**src/rtl/s27_array.sv**
```systemverilog
// rtl/s27_array.sv - multi-lane s27 benchmark core with one shared mux-D scan chain
//
// s27_lane : combinational next-state/output logic of one s27 core
//    g0..g3        primary inputs of the lane
//    g5, g6, g7    current state of the lane
//    g10, g11, g13 functional next state for g5, g6, g7
//    g17           primary output
//
// s27_array : CHANNELS independent s27 lanes with scan and enable
//    CK   clock, all flops update on the rising edge
//    RN   synchronous active-low reset, clears every state flop
//    EN   functional state-update enable
//    SE   scan enable, shift mode; wins over EN
//    SI   scan data in, enters at lane 0 G5
//    G0..G3 [CHANNELS] per-lane primary inputs
//    G17  [CHANNELS] per-lane primary output, combinational
//    SO   scan data out, lane CHANNELS-1 G7 flop

module s27_lane (
   input  logic g0,
   input  logic g1,
   input  logic g2,
   input  logic g3,
   input  logic g5,
   input  logic g6,
   input  logic g7,
   output logic g10,
   output logic g11,
   output logic g13,
   output logic g17
);

   logic g8;
   logic g9;
   logic g12;
   logic g14;
   logic g15;
   logic g16;

   // Gate-for-gate copy of the original netlist so equivalence flows see
   // the same structure as the single-lane benchmark.
   assign g14 = ~g0;
   assign g12 = ~(g1 | g7);
   assign g13 = ~(g2 | g12);
   assign g8  = g14 & g6;
   assign g15 = g12 | g8;
   assign g16 = g3 | g8;
   assign g9  = ~(g16 & g15);
   assign g11 = ~(g5 | g9);
   assign g10 = ~(g14 | g11);
   assign g17 = ~g11;

endmodule

module s27_array #(
   parameter int CHANNELS = 4
) (
   input  logic                CK,
   input  logic                RN,
   input  logic                EN,
   input  logic                SE,
   input  logic                SI,
   input  logic [CHANNELS-1:0] G0,
   input  logic [CHANNELS-1:0] G1,
   input  logic [CHANNELS-1:0] G2,
   input  logic [CHANNELS-1:0] G3,
   output logic [CHANNELS-1:0] G17,
   output logic                SO
);

   logic [CHANNELS-1:0] g5;
   logic [CHANNELS-1:0] g6;
   logic [CHANNELS-1:0] g7;
   logic [CHANNELS-1:0] g10;
   logic [CHANNELS-1:0] g11;
   logic [CHANNELS-1:0] g13;
   logic [CHANNELS-1:0] scan_g5;

   for (genvar i = 0; i < CHANNELS; i++) begin : g_lane
      s27_lane u_lane (
         .g0  (G0[i]),
         .g1  (G1[i]),
         .g2  (G2[i]),
         .g3  (G3[i]),
         .g5  (g5[i]),
         .g6  (g6[i]),
         .g7  (g7[i]),
         .g10 (g10[i]),
         .g11 (g11[i]),
         .g13 (g13[i]),
         .g17 (G17[i])
      );
   end

   // Shift source for each lane's G5: SI for lane 0, otherwise the G7 of
   // the previous lane. G6 and G7 always shift from G5 and G6 of the same lane.
   always_comb begin
      scan_g5    = '0;
      scan_g5[0] = SI;
      for (int i = 1; i < CHANNELS; i++) begin
         scan_g5[i] = g7[i-1];
      end
   end

   always_ff @(posedge CK) begin
      if (!RN) begin
         g5 <= '0;
         g6 <= '0;
         g7 <= '0;
      end else if (SE) begin
         g5 <= scan_g5;
         g6 <= g5;
         g7 <= g6;
      end else if (EN) begin
         g5 <= g10;
         g6 <= g11;
         g7 <= g13;
      end
   end

   assign SO = g7[CHANNELS-1];

endmodule

```
**config.mk**
```make
export PLATFORM = sky130hd
export DESIGN_NAME = s27_array
export DESIGN_NICKNAME = d
export VERILOG_FILES = /design/src/rtl/s27_array.sv
export SDC_FILE = /design/constraint.sdc
export NUM_CORES = 1
export LEC_CHECK = 0
export ABC_AREA = 1
export CAP_MARGIN = 5
export CORE_AREA = 5 5 45 47
export CTS_CLUSTER_SIZE = 12
export DETAILED_ROUTE_END_ITERATION = 7
export DIE_AREA = 0 0 50 52
export PLACE_DENSITY = 0.83
export SLEW_MARGIN = 5
export SYNTH_ARGS = -nofsm -noshare
export SYNTH_HDL_FRONTEND = slang
export SYNTH_SLANG_ARGS = --single-unit
```
**constraint.sdc**
```tcl
create_clock -name CK -period 1.44 [get_ports CK]
set_clock_uncertainty 0.05 [all_clocks]
set_input_delay 0.144 -clock CK [delete_from_list [all_inputs] [get_ports CK]]
set_output_delay 0.144 -clock CK [all_outputs]
set_load 0.005 [all_outputs]
```
==> results.md, run 1 <==
- Run status: complete, no violations
- Hold Crit Depth: 2
- TritonCTS Buffers: 3
- Largest stage delay on the critical path: around 0.34 ns
- Worst Path Required: approximately 1.3 ns
- Post-DP HPWL: approximately 1.5 mm
- DP Area: 993 um^2
- Critical R2R Launch: g7[1]
- P_leak: 0.430 nW
- Layout area overhead: 57.4%
- MaxCap Viol Count: 0
- Setup crit start kind: flip-flop
- Vias: 784
- Worst r2r dst: g5[1]
- CTS Sinks: 12
- CTS HTree Levels: 1
- #FFs+latches synth: 12
- Crit path max fanout: 3
- Clock buffer depth: 2
- Worst-skew pair later-pin latency: approximately 0.27 ns
- RSZ-0062 raised after global routing: false
- Worst-path clk slew: ~0.080 ns
- Post-DRT Antenna Nets: 0
- Tcrit/Tclk final: between 90% and 100%
- Critical path arrival: 1.18 ns
- Die ar.: ~0.0026 mm^2
- Vias per inst: about 5
- Yosys cell types: 16
- GRT Util Overall: between 10% and 20%
- Vias in the first global route: about 760
- Synth Instances: 100
- CORE AREA: between 0.0015 and 0.002 mm^2
- Fin. Hold Viols: 0
- Fin nets: 158
- Largest net degree at the start of global routing: 13
- Cell mode on critical path: nand2_1
- First-pass GRT wire length: approximately 3.1 mm
- Iteration-0 DRC Markers: 10
- FMAX: 0.729 GHz
- Fillers: ~130
- Slew Limit Fails: 0
- Die H: approximately 52 um
- Hold path startpoint: g7[2]
- Syn. warnings: 0
- R2r worst-path depth: 7
- Diode count: 0
- Global route overflow: 0
- Avg WL per Cell: ~12 um
- Tmin final: 1.37 ns
- FP Rows: 15
- Worst Path Buf+Inv: 1
- Hold buffer count at CTS: 0
- Fin util: between 60% and 70%
- Final Power: ~820 uW
- Power per Cell Area: 781 mW/mm^2
- Syn nets: between 100 and 150
- Die X: 50 um
- Avg Inst Size Synth: 6.69 um^2
- Worst slew pin tran: ~0.39 ns
- Drt first pass iters: 4
- Clk root buf: clkbuf_4
- Layout cells sized above 1: between 20% and 30%
- Register Area: 245 um^2
- Initial antenna violation count: 0
- Crit-path leading delay family: flip-flops
- CP max stage cell: dfxtp_2
- Final RePlAce weighted congestion: around 0.82
- CTS tree: done
- WHS Endpoint: g7[2]
- Post-synthesis cell area: around 670 um^2
- R2R setup slack: around 0.34 ns
- Worst hold path class: flip-flop to flip-flop
- Routed Wire Length: between 1.5 and 2 mm
- Sequential share of the synthesized area: between 30% and 40%
- Final setup viols: 0
- Buffers on Ports: 25
- Peak supply drop: 0.399 mV
- Worst-path cell chain: nor2_2, nand2_1, nand2_2, nand2_1, dlygate4sd2_1
- WS Path Type: flip-flop to output port
- Initial Util: 41.5%
- Relative slew slack: around three quarters
- Post-route cell area: roughly 0.0011 mm^2
- Multi-input gate area: approximately 360 um^2
- Critical Path End Type: output port
- DR DRC count: 0
- Top-Level Pins: 26
[worst reg2reg max path: stages, from the launching register on]
cell	delay, ns
dfxtp_2	0.35
nor2_4	0.12
nand2_2	0.07
nand2_2	0.07
nand2_1	0.07
buf_4	0.14
nand2_1	0.05
a21oi_1	0.06
[registers in the layout (all words and copies together), names as in the netlist]
| register | flops |
|---|---|
| g6 | 4 |
| g5 | 4 |
| g7 | 4 |
[power breakdown]
part / leakage, nW / internal, mW / switching, mW
sequential: 0.0996 / 0.346 / 0.0126
combinational: 0.309 / 0.113 / 0.0808
clock: 0.0210 / 0.154 / 0.116
total: 0.430 / 0.613 / 0.209
[worst max path at each step]
stage                     startpoint  endpoint  slack (ns)  depth (start not counted)
final                          g7[0]    G17[0]        0.07                          5
after global routing           g7[3]    G17[3]       0.005                          5
after CTS                      g7[1]    G17[1]        0.03                          5
after detailed placement       G0[1]    G17[1]       -0.12                          6
after global placement         G1[0]    G17[0]       -0.09                          6
after floorplan                g7[3]    G17[3]        0.50                          5
[cells by family (layout without fill, tap and decap cells)]
| group | count (synthesis) | in the layout | share of synthesized area (%) |
|---|---|---|---|
| AOI/OAI and AO/OA | 20 | 20 | 19.4 |
| buffers and inverters | 18 | 54 | 14.0 |
| DFF | 12 | 12 | 35.9 |
| and+or+nand+nor | 50 | 50 | 30.7 |
[cell type report]
| cell class | instances | share of cell area (%) |
|---|---|---|
| Timing Repair Buffer | 39 | 33.4 |
| Multi-Input combinational cell | 70 | 34.0 |
| Inverter | 11 | 3.92 |
| Clock buffer | 4 | 3.44 |
| Sequential cell | 12 | 23.3 |
| Tap cell | 17 | 2.02 |
[placed cells by master (no fill, tap or decap), types with 3 or more instances in the layout]
| cell type | netlist | layout |
|---|---|---|
| clkdlybuf4s50_1 | 0 | 21 |
| buf_4 | 5 | 14 |
| nand2_2 | 1 | 4 |
| a22oi_1 | 7 | 7 |
| nor2_2 | 1 | 4 |
| clkbuf_4 | 0 | 3 |
| a31oi_1 | 4 | 4 |
| inv_2 | 5 | 5 |
| nand2_1 | 31 | 28 |
| nand3_1 | 4 | 4 |
| inv_1 | 6 | 6 |
| dfxtp_1 | 12 | 8 |
| a21oi_1 | 8 | 8 |
| dfxtp_2 | 0 | 4 |
| nor2_1 | 12 | 8 |
| dlygate4sd2_1 | 0 | 3 |
[cell usage after synthesis]
library cell	number	share of area [%]
a31oi_1	4	3.7
a22oi_2	1	1.9
inv_1	6	3.4
buf_6	1	1.7
nor2_4	1	1.7
nand3_1	4	3.0
a21oi_1	8	6.0
nand2_2	1	0.94
nand2_1	31	17
clkbuf_1	1	0.56
a22oi_1	7	7.9
nor2_1	12	6.7
inv_2	5	2.8
nor2_2	1	0.94
dfxtp_1	12	36
buf_4	5	5.6
[per-stage QoR]
step                      cells  worst slack [ns]  TNS, ns  hold WS [ns]
final                       153            0.0687        0         0.454
after global routing        153           0.00481        0         0.472
after CTS                   153            0.0267        0         0.455
after detailed placement    149            -0.121   -0.417         0.436
after global placement      149           -0.0850   -0.324         0.435
after floorplan             100             0.499        0         0.243
[routing by layer]
layer  part of all wire [%]  routed length, um  track usage (%)
met5                      0                  0                0
met4                    3.3                 62             9.17
met3                    4.9                 92             4.30
met2                     51                974             27.0
met1                     40                764             16.1
[what timing repair did]
| item | in CTS | in global routing |
|---|---|---|
| setup buffers | 0 | 0 |
| pin swaps | 0 | 2 |
| resized for setup | 12 | 5 |
| endpoints found under the hold margin | 0 | 0 |
| endpoints found under the setup margin | 4 | 4 |
Note: power is estimated with default switching activity, not from simulation.
==> run 2, diff against run 1 <==
--- a/config.mk
+++ b/config.mk
@@ -16,3 +16,4 @@
 export SYNTH_ARGS = -nofsm -noshare
 export SYNTH_HDL_FRONTEND = slang
 export SYNTH_SLANG_ARGS = --single-unit
+export TNS_END_PERCENT = 1
==> run 2 against run 1 <==
Worst hold slack barely moved. Clock-buffer cell count did not move. Via count rose by 0.64%. Clock power barely moved. Sequential power barely moved. Final cell count did not move. Final area rose by 0.36%. Largest power group unchanged. Highest routed layer unchanged.
==> results.md, run 2 (same netlist as run 1, synthesis figures left out) <==
- Run status: complete, no violations (unchanged)
- Fin cells: 153 (unchanged)
- Vias per inst: 5.16 (was 5.12)
- Tmin final: 1.37 ns (about the same)
- Critical path arrival: 1.18 ns (about the same)
- Commonest cells after routing, fill and taps aside: nand2_1, clkdlybuf4s50_1, buf_4 (unchanged)
- RSZ-0062 raised after global routing: false (unchanged)
- Largest net degree at the start of global routing: 13 (unchanged)
- CORE AREA: 0.00161 mm^2 (unchanged)
- Cell mode on critical path: nand2_1 (unchanged)
- Regs by FF count: g5: 4 flops, g6: 4 flops, g7: 4 flops (unchanged)
- WS Path Type: flip-flop to output port (unchanged)
- Avg WL per Cell: 12.3 um (was 12.4 um)
- DP Area: 993 um^2 (unchanged)
- TritonCTS Buffers: 3 (unchanged)
- Layout cells sized above 1: 27.9% (unchanged)
- Die X: 50 um (unchanged)
- FMAX: 0.730 GHz (was 0.729 GHz)
- Slew Limit Fails: 0 (unchanged)
- Fin nets: 158 (unchanged)
- Post-DP HPWL: 1.45 mm (unchanged)
- First-pass GRT wire length: 3.11 mm (unchanged)
- CTS tree: done (unchanged)
- Critical Path End Type: output port (unchanged)
- FP Rows: 15 (unchanged)
- Initial Util: 41.5% (unchanged)
- Relative slew slack: 73.6% (was 74.1%)
- Tcrit/Tclk final: 95.1% (was 95.2%)
- Die H: 52 um (unchanged)
- Peak supply drop: 0.399 mV (about the same)
- Vias: 789 (was 784)
- P_leak: 0.435 nW (was 0.430 nW)
- Initial antenna violation count: 0 (unchanged)
- R2r worst-path depth: 7 (unchanged)
- Final setup viols: 0 (unchanged)
- DR DRC count: 0 (unchanged)
- MaxCap Viol Count: 0 (unchanged)
- Die ar.: 0.00260 mm^2 (unchanged)
- Power per Cell Area: 778 mW/mm^2 (was 781 mW/mm^2)
- Global route overflow: 0 (unchanged)
- Largest stage delay on the critical path: 0.34 ns (about the same)
- CP max stage cell: dfxtp_2 (unchanged)
- Routed Wire Length: 1.89 mm (about the same)
- Layout area overhead: 57.9% (was 57.4%)
- Clock buffer depth: 2 (unchanged)
- Drt first pass iters: 4 (unchanged)
- Fin util: 65.5% (was 65.3%)
- Post-route cell area: 0.00106 mm^2 (was 0.00105 mm^2)
- Worst-skew pair later-pin latency: 0.27 ns (about the same)
- Worst slew pin tran: 0.396 ns (was 0.388 ns)
- Vias in the first global route: 757 (unchanged)
- Hold path startpoint: g7[2] (unchanged)
- Most common cell after layout, fill and taps aside: nand2_1 (unchanged)
- Hold buffer count at CTS: 0 (unchanged)
- WHS Endpoint: g7[2] (unchanged)
- Iteration-0 DRC Markers: 13 (was 10)
- Worst Path Required: 1.25 ns (about the same)
- Buffers on Ports: 25 (unchanged)
- Top-Level Pins: 26 (unchanged)
- Worst-path cell chain: nor2_2, nand2_1, nand2_2, nand2_1, dlygate4sd2_1 (unchanged)
- Setup crit start kind: flip-flop (unchanged)
- Hold WS: 0.454 ns (about the same)
- Post-CTS Setup Inserts: 0 (unchanged)
- CTS Sinks: 12 (unchanged)
- Final RePlAce weighted congestion: 0.815 (unchanged)
- Fillers: 125 (was 126)
- GRT Util Overall: 15.4% (unchanged)
- Post-DRT Antenna Nets: 0 (unchanged)
- Diode count: 0 (unchanged)
- CTS HTree Levels: 1 (unchanged)
- Placed insts: 149 (unchanged)
- Worst hold path class: flip-flop to flip-flop (unchanged)
- Crit path max fanout: 3 (unchanged)
- Clk root buf: clkbuf_4 (unchanged)
- Worst-path clk slew: 0.08 ns (about the same)
- Fin. Hold Viols: 0 (unchanged)
- Worst r2r dst: g5[1] (unchanged)
- R2R setup slack: 0.34 ns (about the same)
- Hold Crit Depth: 2 (unchanged)
- Critical R2R Launch: g7[1] (unchanged)
[run 2: area by class of cell]
class / instances / area [um^2] / area share, %
clock buffer: 4 / 36.3 / 3.43
inverter: 11 / 41.3 / 3.91
multi-input combinational: 70 / 358 / 33.8
sequential: 12 / 245 / 23.2
tap: 17 / 21.3 / 2.01
timing repair buffer: 39 / 355 / 33.6
[run 2: how the worst max path moves through the flow]
stage          startpoint      to  slack (ns)  cells after the start
2_1_floorplan       g7[3]  G17[3]        0.50                      5
3_3_place_gp        G1[0]  G17[0]       -0.09                      6
3_5_place_dp        G0[1]  G17[1]       -0.12                      6
4_1_cts             g7[3]  G17[3]       -0.13                      5
5_1_grt             g7[0]  G17[0]        0.02                      5
6_report            g7[0]  G17[0]        0.07                      5
[run 2: critical path, delay by kind of cell, from the launching register on]
family,cells,cell delay [ns]
flops,1,0.34
simple gates,4,0.30
buf+inv,1,0.26
[run 2: where the power goes]
group | internal (mW) | switching [mW] | leakage, nW
sequential | 0.346 | 0.0126 | 0.0996
combinational | 0.114 | 0.0807 | 0.314
clock | 0.154 | 0.115 | 0.0210
[run 2: metal layers]
metal | wire (um) | global-route usage [%]
met1 | 741 | 16.1
met2 | 976 | 27.0
met3 | 106 | 4.30
met4 | 62 | 9.17
met5 | 0 | 0
[run 2: what timing repair did]
| item | in CTS | in global routing |
|---|---|---|
| pin swaps | 0 | 1 |
| resized for setup | 11 | 6 |
| setup endpoints to repair | 4 | 4 |
[run 2: through the flow]
| stage | setup TNS (ns) | setup WS (ns) | power, mW |
|---|---|---|---|
| 2_1_floorplan | 0 | 0.499 | 0.446 |
| 3_3_place_gp | -0.324 | -0.0850 | 0.549 |
| 3_5_place_dp | -0.417 | -0.121 | 0.555 |
| 4_1_cts | -0.131 | -0.131 | 0.824 |
| 5_1_grt | 0 | 0.0174 | 0.865 |
| 6_report | 0 | 0.0700 | 0.822 |
==> RTL edit 1: new RTL, config.mk and constraints of run 2 <==
Register the output `G17`; this adds one clock of latency there. The other outputs are not delayed to match. Comments in the files are not updated.
--- a/src/rtl/s27_array.sv
+++ b/src/rtl/s27_array.sv
@@ -68,6 +68,8 @@
    output logic                SO
 );
 
+   logic [CHANNELS-1:0] G17_d;
+
    logic [CHANNELS-1:0] g5;
    logic [CHANNELS-1:0] g6;
    logic [CHANNELS-1:0] g7;
@@ -88,7 +90,7 @@
          .g10 (g10[i]),
          .g11 (g11[i]),
          .g13 (g13[i]),
-         .g17 (G17[i])
+         .g17 (G17_d[i])
       );
    end
 
@@ -120,5 +122,9 @@
 
    assign SO = g7[CHANNELS-1];
 
+   always_ff @(posedge CK) begin
+      G17 <= G17_d;
+   end
+
 endmodule
 
Formal check against the unedited RTL: not equivalent (Yosys sat finds a counterexample within 4 cycles, from zero or initial values).
==> RTL edit 1 against run 2 <==
  * Register-to-register slack improved by 120 ps
  * Routed wire length down 14%
  * Synthesized area up 6.4%
  * Combinational power down 17%
  * Sequential cell count up 4
  * Maximum frequency grew 1.7%
  * Final area decreased by 4.9%
  * Global-route usage decreased by 1.9 points
  * Worst setup slack better by 23 ps
  * Total power increased by 5.9%
  * Critical path depth shrank 4
==> RTL edit 1: results (changes against run 2) <==
Outcome
  • Status: finished clean

Worst setup path
  • Critical Path AT: 1150 ps (-30 ps)
  • Family with the most delay on the worst path: buffers and inverters
  • Slowest-stage cell, CP: clkdlybuf4s50_1
  • Worst r2r path cells: 6 (-1)

Drt
  • Post-DR wirelength/cell: 11.2 um (-8.7%)
  • Vias: 753 (-4.6%)

Layout
  • NumNets Final: 151 (-4.4%)

Power and ir drop
  • Psw: 215 uW (+3.2%)
  • Combinational gate power: 161 uW (-17%)
  • Maximum VDD drop: 0.651 mV (+63%)
  • Total leakage power: 0.000401 uW (-7.9%)
  • Clock Power Share: 26.6% (-6.1 points)

Placed design
  • Area post-placement: 983 um2 (-1.0%)
  • Worst slack, placed: 29.2 ps (+150 ps)

Synthesis
  • Synth top area cells: dfxtp_1 45%, nand2_1 17%, a22oi_1 8.4%, nor2_1 6.3%, a21oi_1 5.6%
  • Avg Cell Area, Syn: 7.12 um2 (+6.4%)
  • Commonest cells in the netlist: 32 x nand2_1, 16 x dfxtp_1, 12 x nor2_1
  • Seq/Total Area, Yosys: 45.0% (+9.1 points)
  • Cell variety after synth: 14 (-2)

Global routing
  • Global-route wire length before repair: 2.73 mm (-12%)
  • Grt met2 use: 22.0% (-5.0 points)
  • Met3 global-route usage: 4.01% (-0.29 points)
  • Gr usage total: 13.5% (-1.9 points)
  • Number of global-route vias before repair: 631 (-17%)

CTS
  • CTS-repair resized insts: 0 (-11)

Min path
  • Hold path depth: 4 (+2)
[RTL edit 1: tightest hold or removal path, stage by stage]
cell             delay [ps]
clkdlybuf4s50_1         390
nand2_1                  70
nand2_1                  60
nand2_1                  70
[RTL edit 1: final timing paths]
| path | startpoint | endpoint | slack [ps] |
|---|---|---|---|
| setup / recovery | g7[3]$_SDFFE_PN0P_ | SO | 90 |
| setup reg to reg | g7[3]$_SDFFE_PN0P_ | g5[3]$_SDFFE_PN0P_ | 460 |
| hold / removal | G3[1] | G17[1]$_DFF_P_ | 430 |
| hold reg to reg | g6[3]$_SDFFE_PN0P_ | g7[3]$_SDFFE_PN0P_ | 450 |
[RTL edit 1: cell type report]
cell class              count  area share, %
multi-input cells          70           32.6
clock buffers               3           2.24
inverters                  11           4.10
repair buffers             28           27.1
flip-flops and latches     16           31.8
well taps                  17           2.11
[RTL edit 1: routing by layer]
layer  vias up  wire (um)  share of wire, %
met4         0         39               2.4
met3         5        146               9.0
met2        31        790                48
met1       333        654                40
li1        384          -                 -
met5         -          0                 0
==> RTL edit 2: new RTL, settings of run 2 <==
Made on the original files. Set the parameter `CHANNELS` to 5 (it was 4).
--- a/src/rtl/s27_array.sv
+++ b/src/rtl/s27_array.sv
@@ -53,7 +53,7 @@
 endmodule
 
 module s27_array #(
-   parameter int CHANNELS = 4
+   parameter int CHANNELS = 5
 ) (
    input  logic                CK,
    input  logic                RN,
Ports: changed (5 resized); port bits go from 26 to 31. The function was not compared with the original's and may differ.
==> RTL edit 2 against run 2 <==
  * Routed wire length grew 14%
  * Final area rose by 19%
  * Clock power fell by 4%
  * Count of clock-buffer cells in the layout fell by 1
  * Sequential cell count up 3
  * Critical path depth unchanged
  * Maximum frequency fell by 2.7%
  * Highest routed layer unchanged
  * Synthesized area rose by 26%
  * Sequential power grew 25%
  * Utilization up 13 points
  * Total power is 13% higher
  * Worst setup slack lost 38 ps
==> RTL edit 2: results (changes against run 2) <==
Worst setup path
  • Worst reg2reg path endpoint: g5[4]$_SDFFE_PN0P_
  • Critical Path AT: 1210 ps (+30 ps)
  • RR Startpoint: g7[4]$_SDFFE_PN0P_
  • Critical Path Fanout Max: 2 (-1)
  • Family with the most delay on the worst path: flip-flops
  • R2R Setup Slk: 440 ps (+100 ps)
  • Max incr delay on CP: 340 ps (about the same)

Layout
  • Signal buf overhead: 33.0% (-0.57 points)
  • Share of cells above drive strength 1: 23.2% (-4.8 points)
  • Inverters: 13 (+2)
  • NumNets Final: 190 (+20%)
  • Buffers outside the clock class: 45 (+15%)
  • Clock-cell share: 2.18% (-1.2 points)
  • Multi-In Gates: 87 (+24%)
  • Register Area: 307 um2 (+25%)
  • Number of fill cells: 117 (-6.4%)
  • Multi-input combinational area share: 34.9% (+1.1 points)

Synthesis
  • Synth Area in Compound Gates: 20.3% (+0.83 points)
  • Syn nets: 150 (+24%)
  • Seq/Total Area, Yosys: 35.5% (-0.38 points)
  • Synth top area cells: dfxtp_1 36%, nand2_1 18%, nor2_1 6.7%, a22oi_1 6.2%, a21oi_1 5.9%
  • Commonest cells in the netlist: 40 x nand2_1, 15 x dfxtp_1, 15 x nor2_1
  • FF+latch count, synth: 15 (+3)

Placed design
  • IO Port Bufs: 30 (+20%)
  • Detail Placement HPWL: 1.61 mm (+11%)
  • Final GP Congestion: 0.778 (-4.5%)
  • Worst slack, placed: -118 ps (+3.29 ps)

Min path
  • Min-delay src: G2[2]
  • Hold path depth: 4 (+2)
  • HP Class: in -> reg

CTS
  • Worst skew pair latency: 300 ps (+30 ps)
  • CTS Buf Count: 3 (unchanged)
  • Clock transition at path regs: 100 ps (+20 ps)

Power and ir drop
  • Total leakage power: 0.000513 uW (+18%)
  • Maximum VDD drop: 0.549 mV (+38%)
  • Psw: 262 uW (+25%)

Global routing
  • Number of global-route vias before repair: 859 (+13%)
  • Largest net degree at the start of global routing: 16 (+3)
  • Gr usage total: 17.3% (+1.9 points)
  • Global-route wire length before repair: 3.51 mm (+13%)

Drt
  • Vias: 934 (+18%)
  • Violation count after the first detailed-route iteration: 28 (+15)
  • Post-DR wirelength/cell: 11.9 um (-3.7%)

Timing
  • Worst Tran Pin Value: 453 ps (+57.4 ps)
  • Hold slack: 431 ps (-22.9 ps)
  • Worst setup margin: 32.0 ps (-38.0 ps)

Outcome
  • Status: finished clean
## RTL edit 2: cell count changes in the layout (fill, tap and decap cells not counted), sizes merged
cell and change:
a21oi +2, a22oi +2, a31oi +1, buf +1, clkdlybuf4s50 +4, clkinv +1, dfxtp +3, dlygate4sd2 +1
dlymetal6s2s -1, inv +2, nand2 +8, nand3 +1, nor2 +3
## RTL edit 2: power by group through the flow
stage | clock, uW | combinational (uW) | sequential (uW)
after global placement | 0 | 221 | 455
after global routing | 281 | 248 | 450
final | 257 | 227 | 447
after detailed placement | 0 | 225 | 455
after CTS | 256 | 220 | 447
after floorplan | 0 | 109 | 452
## RTL edit 2: worst max-delay path by stage
stage	startpoint	end	cells after the start
final	g7[1]$_SDFFE_PN0P_	G17[1]	5
after global routing	g7[1]$_SDFFE_PN0P_	G17[1]	5
after CTS	g7[1]$_SDFFE_PN0P_	G17[1]	5
after floorplan	g7[4]$_SDFFE_PN0P_	G17[4]	5
after global placement	G1[2]	G17[2]	6
after detailed placement	G1[1]	G17[1]	6
## RTL edit 2: stage by stage
stage	util, %	instance area [um2]	std cells
2_1_floorplan	-	846	125
3_3_place_gp	74.4	1200	175
3_5_place_dp	74.4	1200	175
4_1_cts	76.6	1240	179
5_1_grt	78.1	1260	181
6_report	78.1	1260	181
## RTL edit 2: routing by layer
layer  up-vias  GRT usage [%]  share of wire [%]
li1        481              -                  -
met1       418           19.4                 39
met2        29           31.2                 52
met3         6           4.01                6.8
met4         0           6.55                1.7
met5         -              0                  0
## RTL edit 2: timing repair
| action | in CTS | in global routing |
|---|---|---|
| endpoints found under the setup margin | 5 | 5 |
| resized for setup | 13 | 7 |
| pin swaps | 2 | 2 |
| gates cloned | 0 | 0 |
| setup buffers | 0 | 2 |
